### src/rtl/mips_multicycle_ctrl.sv
// mips_multicycle_ctrl
// Control FSM for a multi-cycle MIPS datapath with one shared ALU and one
// shared memory. Each instruction is walked through fetch, decode, execute,
// memory and writeback. The FSM also flags illegal instructions and counts
// the instructions it retires.
//
// Ports:
//   clk, rst          rising-edge clock, synchronous active-high reset
//   opcode, funct     instruction fields from the parser (valid from DECODE)
//   zero              ALU zero flag (the datapath combines it with pc_write_cond)
//   mem_ready         memory finishes the current access this cycle
//   pc_write .. imm_zext, reg_dst, mem_to_reg, alu_src_b, alu_ctrl,
//   pc_source         datapath mux selects and write enables
//   illegal           high while sitting in TRAP
//   state             current FSM state, for debug
//   instr_count       retired-instruction counter, wraps at 2^COUNT_W
module mips_multicycle_ctrl #(
    parameter int COUNT_W     = 32,
    parameter bit TRAP_STICKY = 1'b1
) (
    input  logic               clk,
    input  logic               rst,
    input  logic [5:0]         opcode,
    input  logic [5:0]         funct,
    input  logic               zero,
    input  logic               mem_ready,
    output logic               pc_write,
    output logic               pc_write_cond,
    output logic               iord,
    output logic               mem_read,
    output logic               mem_write,
    output logic               ir_write,
    output logic               reg_write,
    output logic               alu_src_a,
    output logic               imm_zext,
    output logic [1:0]         reg_dst,
    output logic [1:0]         mem_to_reg,
    output logic [1:0]         alu_src_b,
    output logic [3:0]         alu_ctrl,
    output logic [1:0]         pc_source,
    output logic               illegal,
    output logic [3:0]         state,
    output logic [COUNT_W-1:0] instr_count
);

    localparam logic [3:0] S_IDLE      = 4'd0;
    localparam logic [3:0] S_FETCH     = 4'd1;
    localparam logic [3:0] S_DECODE    = 4'd2;
    localparam logic [3:0] S_MEM_ADDR  = 4'd3;
    localparam logic [3:0] S_MEM_READ  = 4'd4;
    localparam logic [3:0] S_MEM_WB    = 4'd5;
    localparam logic [3:0] S_MEM_WRITE = 4'd6;
    localparam logic [3:0] S_R_EXEC    = 4'd7;
    localparam logic [3:0] S_R_WB      = 4'd8;
    localparam logic [3:0] S_BRANCH    = 4'd9;
    localparam logic [3:0] S_JUMP      = 4'd10;
    localparam logic [3:0] S_I_EXEC    = 4'd11;
    localparam logic [3:0] S_I_WB      = 4'd12;
    localparam logic [3:0] S_JAL       = 4'd13;
    localparam logic [3:0] S_JR        = 4'd14;
    localparam logic [3:0] S_TRAP      = 4'd15;

    localparam logic [5:0] OP_RTYPE = 6'h00;
    localparam logic [5:0] OP_J     = 6'h02;
    localparam logic [5:0] OP_JAL   = 6'h03;
    localparam logic [5:0] OP_BEQ   = 6'h04;
    localparam logic [5:0] OP_ADDI  = 6'h08;
    localparam logic [5:0] OP_ORI   = 6'h0D;
    localparam logic [5:0] OP_LW    = 6'h23;
    localparam logic [5:0] OP_SW    = 6'h2B;

    localparam logic [3:0] ALU_ADD = 4'b0010;
    localparam logic [3:0] ALU_SUB = 4'b0110;
    localparam logic [3:0] ALU_AND = 4'b0000;
    localparam logic [3:0] ALU_OR  = 4'b0001;
    localparam logic [3:0] ALU_SLT = 4'b0111;

    logic [3:0] state_q;
    logic [3:0] state_d;
    logic       retire;

    assign state   = state_q;
    assign illegal = (state_q == S_TRAP);

    // An instruction retires on the last cycle it spends in its final state.
    // Every one of these states goes back to FETCH on the next edge. A store
    // only finishes when memory accepts it.
    assign retire = (state_q == S_MEM_WB) || (state_q == S_R_WB) ||
                    (state_q == S_BRANCH) || (state_q == S_I_WB) ||
                    (state_q == S_JUMP)   || (state_q == S_JAL)  ||
                    (state_q == S_JR)     ||
                    ((state_q == S_MEM_WRITE) && mem_ready);

    // State register and retire counter. Reset takes priority over
    // everything. An instruction cut off mid-flight therefore never
    // reaches a write state and is never counted.
    always_ff @(posedge clk) begin
        if (rst) begin
            state_q     <= S_IDLE;
            instr_count <= '0;
        end else begin
            state_q <= state_d;
            if (retire) begin
                instr_count <= instr_count + COUNT_W'(1);
            end
        end
    end

    // Next-state logic. DECODE does the dispatch. MEM_ADDR chooses between
    // the load path and the store path. The three memory-facing states
    // stall until mem_ready is high.
    always_comb begin
        state_d = state_q;
        case (state_q)
            S_IDLE:      state_d = S_FETCH;
            S_FETCH:     state_d = mem_ready ? S_DECODE : S_FETCH;
            S_DECODE: begin
                case (opcode)
                    OP_LW, OP_SW:    state_d = S_MEM_ADDR;
                    OP_RTYPE: begin
                        case (funct)
                            6'h20, 6'h22, 6'h24, 6'h25, 6'h2A: state_d = S_R_EXEC;
                            6'h08:                             state_d = S_JR;
                            default:                           state_d = S_TRAP;
                        endcase
                    end
                    OP_BEQ:          state_d = S_BRANCH;
                    OP_ADDI, OP_ORI: state_d = S_I_EXEC;
                    OP_J:            state_d = S_JUMP;
                    OP_JAL:          state_d = S_JAL;
                    default:         state_d = S_TRAP;
                endcase
            end
            S_MEM_ADDR:  state_d = (opcode == OP_LW) ? S_MEM_READ : S_MEM_WRITE;
            S_MEM_READ:  state_d = mem_ready ? S_MEM_WB : S_MEM_READ;
            S_MEM_WB:    state_d = S_FETCH;
            S_MEM_WRITE: state_d = mem_ready ? S_FETCH : S_MEM_WRITE;
            S_R_EXEC:    state_d = S_R_WB;
            S_R_WB:      state_d = S_FETCH;
            S_BRANCH:    state_d = S_FETCH;
            S_JUMP:      state_d = S_FETCH;
            S_I_EXEC:    state_d = S_I_WB;
            S_I_WB:      state_d = S_FETCH;
            S_JAL:       state_d = S_FETCH;
            S_JR:        state_d = S_FETCH;
            S_TRAP:      state_d = TRAP_STICKY ? S_TRAP : S_FETCH;
            default:     state_d = S_IDLE;
        endcase
    end

    // Output decode. Every control starts at 0 and each state raises only
    // what it needs. FETCH is the only Mealy state. It loads IR and PC in
    // the same cycle that memory returns the word, so a stalled fetch
    // leaves IR and PC unchanged. BRANCH raises pc_write_cond; the datapath
    // ANDs it with the zero flag.
    always_comb begin
        pc_write      = 1'b0;
        pc_write_cond = 1'b0;
        iord          = 1'b0;
        mem_read      = 1'b0;
        mem_write     = 1'b0;
        ir_write      = 1'b0;
        reg_write     = 1'b0;
        alu_src_a     = 1'b0;
        imm_zext      = 1'b0;
        reg_dst       = 2'b00;
        mem_to_reg    = 2'b00;
        alu_src_b     = 2'b00;
        alu_ctrl      = 4'b0000;
        pc_source     = 2'b00;
        case (state_q)
            S_FETCH: begin
                mem_read  = 1'b1;
                alu_src_b = 2'b01;
                alu_ctrl  = ALU_ADD;
                ir_write  = mem_ready;
                pc_write  = mem_ready;
            end
            S_DECODE: begin
                alu_src_b = 2'b11;
                alu_ctrl  = ALU_ADD;
            end
            S_MEM_ADDR: begin
                alu_src_a = 1'b1;
                alu_src_b = 2'b10;
                alu_ctrl  = ALU_ADD;
            end
            S_MEM_READ: begin
                mem_read = 1'b1;
                iord     = 1'b1;
            end
            S_MEM_WB: begin
                reg_write  = 1'b1;
                mem_to_reg = 2'b01;
            end
            S_MEM_WRITE: begin
                mem_write = 1'b1;
                iord      = 1'b1;
            end
            S_R_EXEC: begin
                alu_src_a = 1'b1;
                case (funct)
                    6'h22:   alu_ctrl = ALU_SUB;
                    6'h24:   alu_ctrl = ALU_AND;
                    6'h25:   alu_ctrl = ALU_OR;
                    6'h2A:   alu_ctrl = ALU_SLT;
                    default: alu_ctrl = ALU_ADD;
                endcase
            end
            S_R_WB: begin
                reg_write = 1'b1;
                reg_dst   = 2'b01;
            end
            S_BRANCH: begin
                alu_src_a     = 1'b1;
                alu_ctrl      = ALU_SUB;
                pc_write_cond = 1'b1;
                pc_source     = 2'b01;
            end
            S_I_EXEC: begin
                alu_src_a = 1'b1;
                alu_src_b = 2'b10;
                if (opcode == OP_ORI) begin
                    alu_ctrl = ALU_OR;
                    imm_zext = 1'b1;
                end else begin
                    alu_ctrl = ALU_ADD;
                end
            end
            S_I_WB: begin
                reg_write = 1'b1;
            end
            S_JUMP: begin
                pc_write  = 1'b1;
                pc_source = 2'b10;
            end
            S_JAL: begin
                pc_write   = 1'b1;
                pc_source  = 2'b10;
                reg_write  = 1'b1;
                reg_dst    = 2'b10;
                mem_to_reg = 2'b10;
            end
            S_JR: begin
                pc_write  = 1'b1;
                pc_source = 2'b11;
            end
            default: begin
            end
        endcase
    end

endmodule

### config.mk
export PLATFORM = sky130hd
export DESIGN_NAME = mips_multicycle_ctrl
export DESIGN_NICKNAME = d
export VERILOG_FILES = /design/src/rtl/mips_multicycle_ctrl.sv
export SDC_FILE = /design/constraint.sdc
export NUM_CORES = 1
export LEC_CHECK = 0
export ABC_AREA = 1
export CORE_ASPECT_RATIO = 0.7
export CORE_MARGIN = 3
export CORE_UTILIZATION = 50
export CTS_CLUSTER_DIAMETER = 80
export DETAILED_ROUTE_END_ITERATION = 12
export GPL_TIMING_DRIVEN = 0
export PLACE_DENSITY_LB_ADDON = 0.05
export SETUP_SLACK_MARGIN = 0.3
export SYNTH_ARGS = -nofsm -noshare
export SYNTH_HDL_FRONTEND = slang
export SYNTH_SLANG_ARGS = --single-unit
### constraint.sdc
create_clock -name clk -period 3.49 [get_ports clk]
set_clock_uncertainty 0.2 [all_clocks]
set_input_delay 0.349 -clock clk [delete_from_list [all_inputs] [get_ports clk]]
set_output_delay 0.349 -clock clk [all_outputs]
set_load 0.02 [all_outputs]
==> run_results.csv, run 1 <==
group,metric,value,unit
finish,syn_to_final_growth,33.18,%
global_routing,grt_pass1_wl,13.03,mm
hold_path,hold_path_class,"flip-flop to flip-flop",
placed_design,port_buffers,71,
die,start_util,53.93,%
die,rows,21,
clock_tree,worstSkewPairLatency,0.28,ns
clock_tree,cts_buffers,5,
synthesis,yosys_warnings,0,
clock_tree,cts_tree,"done",
sta,fin_crit_sh,80.19,%
sta,rsz0062_at_grt,"false",
clock_tree,clkSinkCount,36,
finish,diodes,0,
setup_path,end_kind,"primary output",
setup_path,startpoint,"opcode[5]",
synthesis,synth.net_count,489,
die,die_x,93.71,um
placed_design,placed_area,0.003490,sq mm
global_routing,overflow,0,
route,wl_met3,671,um
synthesis,synth-edff-count,0,
setup_path,cp_top_family,"buffers and inverters",
setup_path,critPathMostFrequentCell,"clkdlybuf4s50_1",
clock_tree,cts_hold_buf,0,
finish,layout_common_cells,"166 x nand2_1, 90 x nor2_1, 71 x clkdlybuf4s50_1, 45 x inv_1, 36 x dfxtp_1",
global_routing,antenna_found_initial,0,
run_status,status,"finished, final reports clean",
setup_path,cp_data_arrival_time,2.25,ns
setup_path,required,2.94,ns
clock_tree,path_clk_slew,0.07,ns
setup_path,slowest_stage,"clkdlybuf4s50_1",
route,wl_met2,3.259,mm
global_routing,grt_max_degree,11,
finish,layout_commonest_cell,"nand2_1",
synthesis,ys_ff_latch,36,
setup_path,r2r_start,"instr_count[0]",
placed_design,gp_congestion,0.9791,
die,dieArea,0.006316,sq mm
clock_tree,postCtsSetupRepairBufs,0,
power_and_ir_drop,vdd_drop_max,0.0002077,V
route,via_count,3200,
finish,nNetsFinal,567,
setup_path,critPathMaxFanout,7,
synthesis,netlist_area,0.002693,sq mm
synthesis,synth_area_per_cell,5.705,sq um
sta,holdWs,0.2940,ns
global_routing,grt_pass1_vias,2730,
sta,slew_violations,0,
placed_design,place_hpwl,6.390,mm
synthesis,seq_area_frac_synth,26.77,%
route,highest_layer,"met4",
clock_tree,htree_levels,2,
route,drt-total-wl,8.069,mm
clock_tree,root_buffer,"clkbuf_8",
route,wl_met1,4.109,mm
setup_path,crit_chain,"clkdlybuf4s50_1 -> nor2_1 -> nand3_1 -> a221oi_1 -> nand2_1 -> clkdlybuf4s50_1",
hold_path,min_from,"instr_count[4]",
sta,finalHoldViolations,0,
clock_tree,cts.path.max_buffers,2,
die,io_pins,74,
route,drc,0,
finish,fin_area,0.003586,sq mm
synthesis,async_flop_share,0,%
route,dr.pass1.iters,5,
sta,worst_slew_pin_slew,0.6804,ns
sta,finalCriticalPeriod,2.799,ns
power_and_ir_drop,power_density,322.7,mW/mm^2
route,drtAntennaViolNets,0,
job,maxCapViolations,0,
synthesis,synth_top_flop_cell,"dfxtp_1",
setup_path,cp-start-kind,"input port",
synthesis,syn_inst,472,
sta,relSlewSlack,54.64,%
clock_tree,ctsResizeCount,0,
synthesis,yosys.cell_types.count,34,
route,wl_per_cell,13.04,um
setup_path,worst-setup-path-type,"input port to primary output",
setup_path,cpPeakStageDelay,0.54,ns
sta,fmax,357.3,MHz
sta,tns,0,ns
die,core_area,0.004992,sq mm
power_and_ir_drop,p_leak,1.369,nW
global_routing,track_usage,26.15,%
route,drt_iter0_markers,234,
die,die_h,67.40,um
route,via_per_inst,5.170,
sta,setup_viol,0,
finish,drive_gt1_share,6.727,%
setup_path,crit_buf_inv,2,
where the power goes:
group	total, mW	switching, mW	internal [mW]
combinational	0.391	0.235	0.156
clock	0.318	0.142	0.176
sequential	0.448	0.0231	0.425
worst min-delay path, cell delays in order, from the launching register on:
cell	delay (ns)
dfxtp_1	0.34
inv_1	0.06
a21oi_1	0.05
path summary, 6_finish.rpt:
check / end / slack (ns) / cells after the start
worst max-delay path: alu_ctrl[1] / 0.69 / 6
worst min-delay path: instr_count[4] / 0.29 / 2
worst max register to register: instr_count[28] / 1.43 / 10
worst min register to register: instr_count[4] / 0.29 / 2
routing by layer:
metal,vias to the layer above,GRT usage [%]
li1,1638,-
met1,1430,40.83
met2,128,38.28
met3,4,4.454
met4,0,3.243
met5,-,0
sequential cells by signal, indices dropped and copies added (netlist names):
name / count
instr_count: 32
state: 4
logic make-up (layout without fill, tap and decap cells):
family,Yosys count,count (layout),share of synthesized area (%)
XOR/XNOR,6,6,1.952
flip-flops,36,36,26.77
AO/OA/AOI/OAI,51,51,10.08
other,1,1,0.1393
AND/OR/NAND/NOR,320,320,51.49
adder cells (fa/ha/maj),1,1,0.4646
buffers and inverters,57,135,9.108
stage by stage:
step / instances / power (mW) / worst slack, ns / util (%)
2_1_floorplan: 472 / 0.6821 / 1.396 / -
3_3_place_gp: 612 / 0.8401 / 0.6751 / 69.90
3_5_place_dp: 612 / 0.8459 / 0.6809 / 69.90
4_1_cts: 619 / 1.161 / 0.6721 / 71.83
5_1_grt: 619 / 1.208 / 0.5284 / 71.83
6_report: 619 / 1.157 / 0.6912 / 71.83
area by class of cell:
type	instances	area, sq um
Sequential cell	36	720.7
Tap cell	69	86.33
Timing Repair Buffer	71	710.7
Buffer	8	56.30
Multi-Input combinational cell	379	1727
Inverter	49	188.9
Fill cell	454	1406
Clock buffer	7	96.34
synth_stat cells (all sizes together) (2+ instances only):
cell / number / area [sq um]
o21ai: 12 / 60.05
xor2: 4 / 35.03
nand2: 173 / 690.7
nor2: 102 / 427.9
a31oi: 2 / 12.51
clkbuf: 2 / 7.510
dfxtp: 36 / 720.7
a21oi: 31 / 155.2
nand3b: 12 / 90.09
nor3: 5 / 25.02
nand3: 22 / 115.1
nand4: 4 / 25.02
o22ai: 2 / 12.51
a211oi: 2 / 15.01
inv: 49 / 188.9
buf: 6 / 48.79
xnor2: 2 / 17.52
No activity file was read; power rests on OpenSTA's default activity.
==> inputs of run 2 (changes only) <==
CORE_UTILIZATION = 44   (was 50)
clock period = 2.3 ns   (was 3.49 ns; I/O delays follow)
==> run 2 against run 1 <==
Core utilization decreased by 9.2 points. Sequential share of layout area rose by 0.081 points. Total power is 53% higher. Largest cell class unchanged.
==> run_results.csv, run 2 (synthesized netlist as in run 1, its figures left out) <==
group,metric,value,unit
run_status,status,"finished, final reports clean",
finish,syn_to_final_growth,35.18,%
route,drt-total-wl,8.158,mm
setup_path,crit_buf_inv,3,
global_routing,antenna_found_initial,0,
finish,final.fill_count,589,
global_routing,grt_pass1_vias,2815,
setup_path,worst-setup-path-type,"input port to primary output",
placed_design,dp_slack,-0.3192,ns
sta,slew_violations,0,
power_and_ir_drop,p_leak,1.443,nW
job,maxCapViolations,0,
die,rows,23,
placed_design,place_hpwl,6.372,mm
setup_path,slowest_stage,"clkdlybuf4s50_1",
global_routing,overflow,0,
clock_tree,cts.path.max_buffers,2,
finish,utilization,62.61,%
finish,diodes,0,
finish,layout_common_cells,"165 x nand2_1, 81 x nor2_1, 50 x clkdlybuf4s50_1, 43 x inv_1",
setup_path,end_kind,"primary output",
sta,finalCriticalPeriod,1.996,ns
finish,largest-register,"instr_count",
die,die_x,99.50,um
setup_path,required,1.87,ns
hold_path,hold_path_class,"flip-flop to flip-flop",
route,drt_iter0_markers,224,
sta,fin_crit_sh,86.77,%
die,die_h,71.45,um
power_and_ir_drop,vdd_drop_max,0.0002291,V
route,dr.pass1.iters,4,
setup_path,cp-start-kind,"input port",
clock_tree,root_buffer,"clkbuf_8",
finish,instances_no_fill,626,
setup_path,critPathMaxFanout,3,
sta,setup_viol,0,
die,core_area,0.005813,sq mm
die,start_util,46.32,%
route,drtAntennaViolNets,0,
route,wl_per_cell,13.03,um
finish,drive_gt1_share,12.16,%
die,io_pins,74,
finish,largest_register_ffs,32,
sta,finalHoldViolations,0,
global_routing,track_usage,23.87,%
clock_tree,cts_hold_buf,0,
placed_design,place_inst,618,
clock_tree,htree_levels,2,
sta,tns,0,ns
power_and_ir_drop,power_density,485.2,mW/mm^2
setup_path,crit_chain,"clkdlybuf4s50_1 -> inv_1 -> nor2_1 -> nand3_2 -> a221oi_2 -> nand2_1 -> clkbuf_2",
die,dieArea,0.007109,sq mm
sta,holdWs,0.2923,ns
sta,worst_slew_pin_slew,0.6237,ns
sta,relSlewSlack,58.42,%
finish,nNetsFinal,568,
route,via_count,3188,
clock_tree,clkSinkCount,36,
global_routing,grt_pass1_wl,13.61,mm
route,via_per_inst,5.093,
sta,layout_setup_ws,0.3043,ns
placed_design,port_buffers,71,
clock_tree,worstSkewPairLatency,0.29,ns
finish,layout_commonest_cell,"nand2_1",
sta,fmax,501.1,MHz
clock_tree,path_clk_slew,0.07,ns
sta,rsz0062_at_grt,"true",
global_routing,grt_max_degree,11,
setup_path,cp_data_arrival_time,1.57,ns
placed_design,gp_congestion,0.9008,
setup_path,cp_top_family,"buffers and inverters",
setup_path,cpPeakStageDelay,0.50,ns
route,drc,0,
clock_tree,cts_tree,"done",
clock_tree,cts_buffers,5,
run 2: per-layer routing:
| metal | share of wire, % | global-route usage [%] | wire length [um] | vias up |
|---|---|---|---|---|
| li1 | - | - | - | 1643 |
| met1 | 52 | 37.89 | 4224 | 1428 |
| met2 | 40 | 33.04 | 3248 | 109 |
| met3 | 7.4 | 4.086 | 607 | 8 |
| met4 | 0.96 | 5.606 | 78 | 0 |
| met5 | 0 | 0 | 0 | - |
run 2: timing repair:
| action | in CTS | in global routing |
|---|---|---|
| endpoints found under the setup margin | 22 | 14 |
| pin swaps | 0 | 1 |
| setup buffers | 0 | 1 |
| resized for setup | 43 | 33 |
| gates cloned | 0 | 0 |
run 2: power breakdown:
| group | internal (mW) | switching [mW] |
|---|---|---|
| Sequential | 0.651 | 0.0419 |
| Combinational | 0.205 | 0.375 |
| Clock | 0.267 | 0.226 |
run 2: area by class of cell:
class	count	area [sq um]	area share [%]
Tap cell	75	93.84	2.578
Clock buffer	7	96.34	2.647
Multi-Input combinational cell	379	1800	49.47
Sequential cell	36	734.5	20.18
Buffer	8	56.30	1.547
Inverter	49	191.4	5.260
Timing Repair Buffer	72	666.9	18.32
run 2: final timing paths:
kind / start / to / slack, ns / cells past startpoint
setup / recovery: opcode[0] / alu_ctrl[1] / 0.30 / 7
hold / removal: instr_count[31] / instr_count[31] / 0.29 / 2
setup reg to reg: instr_count[1] / instr_count[16] / 0.53 / 8
hold reg to reg: instr_count[31] / instr_count[31] / 0.29 / 2
run 2: worst register-to-register path, cell delays in order, from the launching register on:
cell	delay [ns]
dfxtp_1	0.44
ha_4	0.22
inv_1	0.07
nor2_2	0.21
nand2_1	0.11
nor2_1	0.14
xor2_1	0.15
nand2_1	0.06
a21oi_1	0.11
run 2: stage by stage:
stage	power (mW)	instance area [sq um]
after detailed placement	1.285	3497
after global routing	1.862	3640
after CTS	1.749	3588
after floorplan	1.035	2693
final	1.766	3640
after global placement	1.280	3497
==> inputs of run 3 (changes only) <==
SLEW_MARGIN = 15   (was unset)
==> results of run 3 <==
No change in the layout: final DEF, timing and power equal those of run 2.
